$ cat src/rtl/sram_port_arbiter_if.sv
// Purpose: requester A/B command/response channels plus the RW0 SRAM macro pins, shared by the arbiter and its environment.
// Latency: none (wires only).
// Backpressure: per-requester valid/ready on commands; responses are not back-pressured.
interface sram_port_arbiter_if #(
    parameter int ADDR_W = 6,
    parameter int DATA_W = 88,
    parameter int MASK_W = 4
);
    logic              a_req_valid;
    logic              a_req_ready;
    logic [ADDR_W-1:0] a_req_addr;
    logic              a_req_wmode;
    logic [MASK_W-1:0] a_req_wmask;
    logic [DATA_W-1:0] a_req_wdata;
    logic              a_rsp_valid;
    logic [DATA_W-1:0] a_rsp_rdata;

    logic              b_req_valid;
    logic              b_req_ready;
    logic [ADDR_W-1:0] b_req_addr;
    logic              b_req_wmode;
    logic [MASK_W-1:0] b_req_wmask;
    logic [DATA_W-1:0] b_req_wdata;
    logic              b_rsp_valid;
    logic [DATA_W-1:0] b_rsp_rdata;

    logic [ADDR_W-1:0] sram_addr;
    logic              sram_en;
    logic              sram_wmode;
    logic [MASK_W-1:0] sram_wmask;
    logic [DATA_W-1:0] sram_wdata;
    logic [DATA_W-1:0] sram_rdata;

    // Arbiter side
    modport slave (
        input  a_req_valid, a_req_addr, a_req_wmode, a_req_wmask, a_req_wdata,
        output a_req_ready, a_rsp_valid, a_rsp_rdata,
        input  b_req_valid, b_req_addr, b_req_wmode, b_req_wmask, b_req_wdata,
        output b_req_ready, b_rsp_valid, b_rsp_rdata,
        output sram_addr, sram_en, sram_wmode, sram_wmask, sram_wdata,
        input  sram_rdata
    );

    // Requester / SRAM side
    modport master (
        output a_req_valid, a_req_addr, a_req_wmode, a_req_wmask, a_req_wdata,
        input  a_req_ready, a_rsp_valid, a_rsp_rdata,
        output b_req_valid, b_req_addr, b_req_wmode, b_req_wmask, b_req_wdata,
        input  b_req_ready, b_rsp_valid, b_rsp_rdata,
        input  sram_addr, sram_en, sram_wmode, sram_wmask, sram_wdata,
        output sram_rdata
    );
endinterface

$ cat src/rtl/sram_port_arbiter.sv
// Purpose: clears a single-port SRAM after reset, then round-robins it between requesters A and B.
// Latency: grant is combinational; read data returns on the winner's rsp one cycle after the grant.
// Backpressure: ready only for the granted side (never during the clear sweep); responses cannot be stalled.
module sram_port_arbiter #(
    parameter int ADDR_W = 6,
    parameter int DEPTH  = 64,
    parameter int DATA_W = 88,
    parameter int MASK_W = 4
) (
    input  logic                  clock,
    input  logic                  reset_n,
    sram_port_arbiter_if.slave    bus,
    output logic                  init_done
);
    typedef enum logic {S_INIT, S_RUN} state_t;

    localparam logic [ADDR_W-1:0] LAST_ADDR = ADDR_W'(DEPTH - 1);

    state_t            state, state_nxt;
    logic [ADDR_W-1:0] init_ptr, init_ptr_nxt;
    logic              rr_ptr, rr_ptr_nxt;       // 0 = A preferred, 1 = B preferred
    logic              a_rsp_valid, b_rsp_valid;
    logic              grant_a, grant_b;

    logic              sram_en;
    logic              sram_wmode;
    logic [ADDR_W-1:0] sram_addr;
    logic [MASK_W-1:0] sram_wmask;
    logic [DATA_W-1:0] sram_wdata;

    always_ff @(posedge clock or negedge reset_n) begin
        if (!reset_n) begin
            state       <= S_INIT;
            init_ptr    <= '0;
            rr_ptr      <= 1'b0;
            init_done   <= 1'b0;
            a_rsp_valid <= 1'b0;
            b_rsp_valid <= 1'b0;
        end else begin
            state       <= state_nxt;
            init_ptr    <= init_ptr_nxt;
            rr_ptr      <= rr_ptr_nxt;
            init_done   <= (state_nxt == S_RUN);
            a_rsp_valid <= grant_a && !bus.a_req_wmode;
            b_rsp_valid <= grant_b && !bus.b_req_wmode;
        end
    end

    always_comb begin
        state_nxt    = state;
        init_ptr_nxt = init_ptr;
        rr_ptr_nxt   = rr_ptr;
        grant_a      = 1'b0;
        grant_b      = 1'b0;
        sram_en      = 1'b0;
        sram_wmode   = 1'b0;
        sram_addr    = '0;
        sram_wmask   = '0;
        sram_wdata   = '0;
        case (state)
            S_INIT: begin
                sram_en      = 1'b1;
                sram_wmode   = 1'b1;
                sram_wmask   = '1;
                sram_addr    = init_ptr;
                init_ptr_nxt = init_ptr + 1'b1;
                if (init_ptr == LAST_ADDR) begin
                    state_nxt    = S_RUN;
                    init_ptr_nxt = '0;
                end
            end
            S_RUN: begin
                grant_a = bus.a_req_valid && (!bus.b_req_valid || !rr_ptr);
                grant_b = bus.b_req_valid && (!bus.a_req_valid ||  rr_ptr);
                if (grant_a) begin
                    rr_ptr_nxt = 1'b1;
                    sram_en    = 1'b1;
                    sram_wmode = bus.a_req_wmode;
                    sram_addr  = bus.a_req_addr;
                    sram_wmask = bus.a_req_wmask;
                    sram_wdata = bus.a_req_wdata;
                end else if (grant_b) begin
                    rr_ptr_nxt = 1'b0;
                    sram_en    = 1'b1;
                    sram_wmode = bus.b_req_wmode;
                    sram_addr  = bus.b_req_addr;
                    sram_wmask = bus.b_req_wmask;
                    sram_wdata = bus.b_req_wdata;
                end
            end
            default: state_nxt = S_INIT;
        endcase
        // Keep the macro idle and requesters stalled while reset is held.
        if (!reset_n) begin
            sram_en = 1'b0;
            grant_a = 1'b0;
            grant_b = 1'b0;
        end
    end

    assign bus.a_req_ready = grant_a;
    assign bus.b_req_ready = grant_b;
    assign bus.a_rsp_valid = a_rsp_valid;
    assign bus.b_rsp_valid = b_rsp_valid;
    assign bus.a_rsp_rdata = bus.sram_rdata;
    assign bus.b_rsp_rdata = bus.sram_rdata;
    assign bus.sram_en     = sram_en;
    assign bus.sram_wmode  = sram_wmode;
    assign bus.sram_addr   = sram_addr;
    assign bus.sram_wmask  = sram_wmask;
    assign bus.sram_wdata  = sram_wdata;
endmodule

$ cat src/flat_wrapper.sv
// flat-port wrapper written by rule: the top's interface ports become plain ports
module sram_port_arbiter_flat 
#(
    parameter int ADDR_W = 6,
    parameter int DEPTH  = 64,
    parameter int DATA_W = 88,
    parameter int MASK_W = 4
)
  (clock, reset_n, init_done, bus_a_req_valid, bus_a_req_addr, bus_a_req_wmode, bus_a_req_wmask, bus_a_req_wdata, bus_a_req_ready, bus_a_rsp_valid, bus_a_rsp_rdata, bus_b_req_valid, bus_b_req_addr, bus_b_req_wmode, bus_b_req_wmask, bus_b_req_wdata, bus_b_req_ready, bus_b_rsp_valid, bus_b_rsp_rdata, bus_sram_addr, bus_sram_en, bus_sram_wmode, bus_sram_wmask, bus_sram_wdata, bus_sram_rdata);
  sram_port_arbiter_if #(.ADDR_W(ADDR_W), .DATA_W(DATA_W), .MASK_W(MASK_W)) bus_i ();
  input  logic clock;
  input  logic reset_n;
  output logic init_done;
  input wire logic [$bits(bus_i.a_req_valid)-1:0] bus_a_req_valid;
  input wire logic [$bits(bus_i.a_req_addr)-1:0] bus_a_req_addr;
  input wire logic [$bits(bus_i.a_req_wmode)-1:0] bus_a_req_wmode;
  input wire logic [$bits(bus_i.a_req_wmask)-1:0] bus_a_req_wmask;
  input wire logic [$bits(bus_i.a_req_wdata)-1:0] bus_a_req_wdata;
  output wire logic [$bits(bus_i.a_req_ready)-1:0] bus_a_req_ready;
  output wire logic [$bits(bus_i.a_rsp_valid)-1:0] bus_a_rsp_valid;
  output wire logic [$bits(bus_i.a_rsp_rdata)-1:0] bus_a_rsp_rdata;
  input wire logic [$bits(bus_i.b_req_valid)-1:0] bus_b_req_valid;
  input wire logic [$bits(bus_i.b_req_addr)-1:0] bus_b_req_addr;
  input wire logic [$bits(bus_i.b_req_wmode)-1:0] bus_b_req_wmode;
  input wire logic [$bits(bus_i.b_req_wmask)-1:0] bus_b_req_wmask;
  input wire logic [$bits(bus_i.b_req_wdata)-1:0] bus_b_req_wdata;
  output wire logic [$bits(bus_i.b_req_ready)-1:0] bus_b_req_ready;
  output wire logic [$bits(bus_i.b_rsp_valid)-1:0] bus_b_rsp_valid;
  output wire logic [$bits(bus_i.b_rsp_rdata)-1:0] bus_b_rsp_rdata;
  output wire logic [$bits(bus_i.sram_addr)-1:0] bus_sram_addr;
  output wire logic [$bits(bus_i.sram_en)-1:0] bus_sram_en;
  output wire logic [$bits(bus_i.sram_wmode)-1:0] bus_sram_wmode;
  output wire logic [$bits(bus_i.sram_wmask)-1:0] bus_sram_wmask;
  output wire logic [$bits(bus_i.sram_wdata)-1:0] bus_sram_wdata;
  input wire logic [$bits(bus_i.sram_rdata)-1:0] bus_sram_rdata;
  assign bus_i.a_req_valid = bus_a_req_valid;
  assign bus_i.a_req_addr = bus_a_req_addr;
  assign bus_i.a_req_wmode = bus_a_req_wmode;
  assign bus_i.a_req_wmask = bus_a_req_wmask;
  assign bus_i.a_req_wdata = bus_a_req_wdata;
  assign bus_a_req_ready = bus_i.a_req_ready;
  assign bus_a_rsp_valid = bus_i.a_rsp_valid;
  assign bus_a_rsp_rdata = bus_i.a_rsp_rdata;
  assign bus_i.b_req_valid = bus_b_req_valid;
  assign bus_i.b_req_addr = bus_b_req_addr;
  assign bus_i.b_req_wmode = bus_b_req_wmode;
  assign bus_i.b_req_wmask = bus_b_req_wmask;
  assign bus_i.b_req_wdata = bus_b_req_wdata;
  assign bus_b_req_ready = bus_i.b_req_ready;
  assign bus_b_rsp_valid = bus_i.b_rsp_valid;
  assign bus_b_rsp_rdata = bus_i.b_rsp_rdata;
  assign bus_sram_addr = bus_i.sram_addr;
  assign bus_sram_en = bus_i.sram_en;
  assign bus_sram_wmode = bus_i.sram_wmode;
  assign bus_sram_wmask = bus_i.sram_wmask;
  assign bus_sram_wdata = bus_i.sram_wdata;
  assign bus_i.sram_rdata = bus_sram_rdata;
  sram_port_arbiter #(.ADDR_W(ADDR_W), .DEPTH(DEPTH), .DATA_W(DATA_W), .MASK_W(MASK_W)) u_core (.clock(clock), .reset_n(reset_n), .bus(bus_i), .init_done(init_done));
endmodule
$ cat config.mk
export PLATFORM = sky130hd
export DESIGN_NAME = sram_port_arbiter_flat
export DESIGN_NICKNAME = d
export VERILOG_FILES = /design/src/rtl/sram_port_arbiter_if.sv /design/src/rtl/sram_port_arbiter.sv /design/src/flat_wrapper.sv
export SDC_FILE = /design/constraint.sdc
export NUM_CORES = 1
export LEC_CHECK = 0
export CORE_AREA = 2 2 225 227
export DETAILED_ROUTE_END_ITERATION = 7
export DIE_AREA = 0 0 227 229
export MAX_ROUTING_LAYER = met4
export PLACE_DENSITY = 0.43
export SYNTH_ARGS = -nofsm -noshare
export SYNTH_HDL_FRONTEND = slang
export SYNTH_SLANG_ARGS = --single-unit
$ cat constraint.sdc
create_clock -name clock -period 3.1 [get_ports clock]
set_input_delay 0.465 -clock clock [delete_from_list [all_inputs] [get_ports clock]]
set_output_delay 0.465 -clock clock [all_outputs]
set_load 0.1 [all_outputs]
==> impl_metrics.tcl, run 1 <==
set metrics [dict create \
    core_area_um2 49700 \
    min_period_over_period_pct 95.6 \
    viasPerCell 2.56 \
    dr.pass1.iters 6 \
    syn_nets 645 \
    r2r_slack_ns 1.64 \
    skew_ns 0.000780 \
    insertion_delay_ns 0.23 \
    highest_layer "met4" \
    overflow 0 \
    synth_cells 354 \
    post_cts_resized 0 \
    grt_max_degree 47 \
    synth_edf_count 0 \
    tightest_slew_ns 0.447 \
    synth_top_cell_area_share_pct 45.5 \
    fin_crit_ns 2.96 \
    rsz0062_at_grt "false" \
    root_buffer "clkbuf_16" \
    drive_above_1_share_pct 25.8 \
    antenna_cells 0 \
    critPathKind "in2out" \
    wl_met3_um 1780 \
    drt_iter0_markers 70 \
    ant_nets 0 \
    p_leak_nw 2.29 \
    ir_drop_mv 0.125 \
    initial_core_util_pct 5.91 \
    dieWidth_um 227 \
    worstRegToRegCells 4 \
    postSynthAreaPerCell_um2 8.30 \
    grt_util_all_layers_pct 5.50 \
    die_y_um 229 \
    synth_area_leaders "buf_4 (46%), a22o_1 (26%), dfrtp_1 (8.5%), buf_6 (3.8%), a221o_1 (2.0%)" \
    synth_cell_types 33 \
    rr_startpoint "u_core.rr_ptr$_DFFE_PN0P_" \
    syn_area_um2 2940 \
    power_density_nw_per_um2 99.4 \
    wl_met2_um 6770 \
    yosys_warnings 0 \
    worstPathRequired_ns 2.63 \
    endpoint "bus_sram_wdata[29]" \
    antenna_found_initial 0 \
    m1WireLength_um 6220 \
    status "finished, final reports clean" \
    final.setup.tns_ns 0 \
    cp-end-kind "output pin" \
    cts_tree "done" \
    wirelength_um 15400 \
    grt_pass1_wl_um 20800 \
    num_rows 82 \
    post_cts_buffers 0 \
    synth_commonest_cells "buf_4 (178), a22o_1 (88), buf_2 (10), buf_6 (10), dfrtp_1 (10)" \
    htreeDepth 1 \
    clock-sinks 10 \
    synth.most_common_cell "buf_4" \
    max-slew-margin-rel_pct 70.1 \
    cts_hold_buffers 0 \
    grt_pass1_vias 3072 \
    route.detailed.drc 0 \
    fin_nets 762 \
    area_delta_synth_final_pct 122 \
    setup_violations 0 \
    ys_ff_latch 10 \
    io_pins 571 \
    ys_seq_area_share_pct 8.52 \
    min_path_type "reg2reg" \
    portBuffers 306 \
    synthArstFlopShare_pct 100 \
    final_util_pct 13.1 \
    routed-via-count 2921 \
    synth_ff_type "dfrtp_1" \
    startpoint "bus_b_req_valid" \
    cts_made_buffers 3 \
    fmaxAchievable_mhz 338 \
    clkTransAtPathRegs_ns 0.04 \
    gp_congestion 0.738 \
    cp-start-kind "input port" \
    drv_cap 0 \
    crit_arrival_ns 2.50 \
    hpwlAfterDp_um 13100 \
    routedWlPerCell_um 13.5 \
    r2r_end "u_core.bus.b_rsp_valid$_DFF_PN0_" \
    report.final.slew_viol_count 0 \
    finalHoldViolations 0 \
    critical_path_peak_fanout 17 \
    yosysTopAreaCell "buf_4" \
    clock_path_buffers 2 \
    die_area_um2 52000 \
]
-- layer usage --
metal | vias up | global-route usage [%]
li1 | 1326 | -
met1 | 1315 | 6.57
met2 | 221 | 8.19
met3 | 59 | 2.28
met4 | 0 | 2.08
met5 | - | -
-- cell usage in the layout, fill, tap and decap left out, drive strengths merged, types with 2 or more instances in the layout --
master	n
nand2	7
dfrtp	10
a21boi	3
and3	3
o21bai	2
nor2b	7
clkdlybuf4s50	201
a22o	88
nand2b	2
a32oi	5
inv	2
buf	112
and2	2
a221o	6
clkbuf	3
o21ai	2
nor2	2
-- sequential cells by signal, summed over array words and instances (netlist names) --
signal,count
u_core.init_ptr,6
u_core.bus.a_rsp_valid,1
u_core.bus.b_rsp_valid,1
u_core.init_done,1
u_core.rr_ptr,1
-- per-stage QoR --
step           power (W)  area (um^2)  hold slack [ns]  instances  setup WS (ns)
6_report        0.000648         6520            0.513       1141          0.138
5_1_grt         0.000675         6520            0.549       1141        0.00816
4_1_cts         0.000656         6520            0.516       1141         0.0978
3_5_place_dp    0.000426         6450            0.507       1138          0.108
3_3_place_gp    0.000428         6450            0.508       1138          0.135
2_1_floorplan    0.00122         2940            0.169        354          0.276
-- final cells by class --
| class | count | area, um^2 |
|---|---|---|
| timing repair buffer | 313 | 4180 |
| clock buffer | 3 | 75.1 |
| multi-input combinational | 141 | 1170 |
| tap | 672 | 841 |
| inverter | 2 | 7.51 |
| fill | 5659 | 43100 |
| sequential | 10 | 250 |
-- worst min-delay path by stage --
| stage | start | to | slack [ns] | cells past startpoint |
|---|---|---|---|---|
| detailed placement | u_core.init_ptr[4]$_DFFE_PN0N_ | u_core.init_ptr[4]$_DFFE_PN0N_ | 0.51 | 1 |
| global route | u_core.init_ptr[4]$_DFFE_PN0N_ | u_core.init_ptr[4]$_DFFE_PN0N_ | 0.55 | 1 |
| finish | u_core.init_ptr[4]$_DFFE_PN0N_ | u_core.init_ptr[4]$_DFFE_PN0N_ | 0.51 | 1 |
| global placement | u_core.init_ptr[4]$_DFFE_PN0N_ | u_core.init_ptr[4]$_DFFE_PN0N_ | 0.51 | 1 |
| floorplan | reset_n | u_core.bus.a_rsp_valid$_DFF_PN0_ | 0.17 | 0 |
| CTS | u_core.init_ptr[4]$_DFFE_PN0N_ | u_core.init_ptr[4]$_DFFE_PN0N_ | 0.52 | 1 |
-- worst max-delay path, stage by stage --
cell and delay (ns):
clkdlybuf4s50_1 0.64, a21boi_4 0.33, and2_4 0.34, buf_4 0.28, a22o_1 0.23, buf_12 0.19
-- where the power goes --
group          leakage (nW)  switching (W)  internal, W
registers             0.120              0     0.000131
clock network        0.0370      0.0000559     0.000167
logic                  2.14      0.0000653     0.000229
-- kinds of logic after synthesis --
group / count (synthesis) / synth area share, %
buf+inv: 203 / 52.1
simple gates: 28 / 5.54
flops: 10 / 8.52
mux: 1 / 0.383
fa+ha+maj: 1 / 0.426
compound gates: 109 / 32.5
xor+xnor: 2 / 0.597
(Power assumes the default switching activity.)
==> inputs of run 2 (changes only) <==
--- a/config.mk
+++ b/config.mk
@@ -6,6 +6,7 @@
 export NUM_CORES = 1
 export LEC_CHECK = 0
 export CORE_AREA = 2 2 225 227
+export CTS_CLUSTER_SIZE = 12
 export DETAILED_ROUTE_END_ITERATION = 7
 export DIE_AREA = 0 0 227 229
 export MAX_ROUTING_LAYER = met4
==> constraint.sdc (replaced) <==
create_clock -name clock -period 3.1 [get_ports clock]
set_input_delay 0.62 -clock clock [delete_from_list [all_inputs] [get_ports clock]]
set_output_delay 0.62 -clock clock [all_outputs]
set_load 0.1 [all_outputs]
==> run 2 against run 1 <==
  * Sequential power hardly changed
  * Wire length is 2.6% lower
  * Final cell count is 0.18% higher
  * Worst hold slack better by 0.0059 ns
  * Highest routed layer unchanged
  * Combinational power hardly changed
  * Sequential share of layout area hardly changed
  * Critical endpoint is now bus_sram_wdata[18]
  * Global-route usage is 0.19 points lower
  * Largest power group unchanged
  * Worst setup slack worse by 0.028 ns
==> impl_metrics.tcl, run 2 (same netlist as run 1, synthesis figures left out) <==
set metrics [dict create \
    power_density_nw_per_um2 103 \
    num_rows 82 \
    dieWidth_um 227 \
    rsz0062_at_grt "false" \
    worstPathRequired_ns 2.48 \
    crit_arrival_ns 2.37 \
    finalHoldViolations 0 \
    min_from "u_core.init_ptr[4]$_DFFE_PN0N_" \
    cp-start-kind "input port" \
    path_cells "clkdlybuf4s50_1 > a21boi_4 > and2_4 > buf_12 > a22o_1 > buf_12" \
    grt_util_all_layers_pct 5.31 \
    fmaxAchievable_mhz 334 \
    htreeDepth 1 \
    routed-via-count 2959 \
    rr_startpoint "u_core.init_done$_DFF_PN0_" \
    setup_violations 0 \
    die_y_um 229 \
    cp_top_family "buffers and inverters" \
    cpMaxStageDelayCell "clkdlybuf4s50_1" \
    multi_input_area_um2 1170 \
    dr.pass1.iters 2 \
    ant_nets 0 \
    post_cts_resized 0 \
    worstRegToRegCells 4 \
    largest_register "u_core.init_ptr" \
    skew_ns 0.00199 \
    dp.cells 1139 \
    p_leak_nw 2.31 \
    r2r_slack_ns 1.75 \
    clock-sinks 10 \
    die_area_um2 52000 \
    wirelength_um 15000 \
    setup_slack_ns 0.109 \
    clock_path_buffers 2 \
    final_common_cell "clkdlybuf4s50_1" \
    viasPerCell 2.59 \
    clkTransAtPathRegs_ns 0.04 \
    core_area_um2 49700 \
    min_path_type "reg2reg" \
    cp-end-kind "output pin" \
    layout_common_cells "clkdlybuf4s50_1 (201), buf_12 (106), a22o_1 (88)" \
    initial_core_util_pct 5.91 \
    insertion_delay_ns 0.23 \
    cpPeakStageDelay_ns 0.56 \
    final_util_pct 13.2 \
    r2r_end "u_core.init_ptr[4]$_DFFE_PN0N_" \
    fin_crit_ns 2.99 \
    root_buffer "clkbuf_16" \
    tightest_slew_ns 0.350 \
    gp_congestion 0.728 \
    max-slew-margin-rel_pct 76.6 \
    antenna_cells 0 \
    fin_nets 763 \
    drv_cap 0 \
    status "finished, final reports clean" \
    io_pins 571 \
    cts_made_buffers 3 \
    grt_max_degree 61 \
    area_delta_synth_final_pct 123 \
    fillers 5668 \
    regArea_um2 250 \
    report.final.slew_viol_count 0 \
    grt_pass1_wl_um 20400 \
    largest_register_ffs 6 \
    critical_path_peak_fanout 60 \
    cpMostUsedCell "buf_12" \
    final.setup.tns_ns 0 \
    cts_hold_buffers 0 \
    drive_above_1_share_pct 26.1 \
    route.detailed.drc 0 \
    critPathKind "in2out" \
    worstHoldPathCells 1 \
    drt_iter0_markers 81 \
    antenna_found_initial 0 \
    path_buf_inv 3 \
    overflow 0 \
    routedWlPerCell_um 13.1 \
    dp_worst_setup_slack_ns 0.0952 \
    min_period_over_period_pct 96.5 \
    post_cts_buffers 0 \
    instances_no_fill 1143 \
    min_to "u_core.init_ptr[4]$_DFFE_PN0N_" \
    whs_ns 0.519 \
    ir_drop_mv 0.131 \
    portBuffers 306 \
    hpwlAfterDp_um 12600 \
    grt_pass1_vias 3100 \
    cts_tree "done" \
]
[run 2: cell types whose count changed in the layout (fill, tap and decap cells not counted)]
| cell | change |
|---|---|
| buf_4 | +1 |
| clkbuf_8 | +1 |
[run 2: power by group]
group	internal, W	leakage, nW	switching [W]
registers	0.000131	0.120	0
logic	0.000230	2.14	0.0000618
clock network	0.000194	0.0442	0.0000580
total	0.000555	2.31	0.000120
[run 2: worst max path at each step]
| stage | from | to | slack (ns) | cells past startpoint |
|---|---|---|---|---|
| final | bus_a_req_valid | bus_sram_wdata[18] | 0.11 | 6 |
| after global routing | bus_a_req_valid | bus_sram_wdata[29] | 0.02 | 6 |
| after CTS | bus_a_req_valid | bus_sram_wdata[29] | 0.09 | 6 |
| after detailed placement | bus_a_req_valid | bus_sram_wdata[29] | 0.1 | 6 |
| after global placement | bus_a_req_valid | bus_sram_wdata[29] | 0.1 | 6 |
| after floorplan | u_core.init_done$_DFF_PN0_ | bus_sram_wdata[60] | 0.12 | 5 |
[run 2: final cells by class]
type                       instances  area share [%]
clock buffer                       4            1.36
sequential                        10            3.82
inverter                           2           0.115
timing repair buffer             314            64.0
tap                              672            12.9
multi-input combinational        141            17.9
[run 2: worst reg2reg max path, stage by stage (launching register included)]
cell	delay (ns)
dfrtp_1	0.54
buf_4	0.28
nor2b_1	0.09
and3_1	0.19
xor2_1	0.13
[run 2: stage by stage]
| step | total power (W) | cell area [um^2] |
|---|---|---|
| final | 0.000675 | 6540 |
| after global routing | 0.000706 | 6540 |
| after CTS | 0.000686 | 6540 |
| after detailed placement | 0.000425 | 6450 |
| after global placement | 0.000427 | 6450 |
| after floorplan | 0.00122 | 2940 |
[run 2: metal layers]
metal	vias up	routed length (um)	track usage, %
met5	-	0	-
met4	0	575	2.02
met3	56	1680	2.36
met2	214	6810	8.02
met1	1362	5900	6.15
li1	1327	-	-
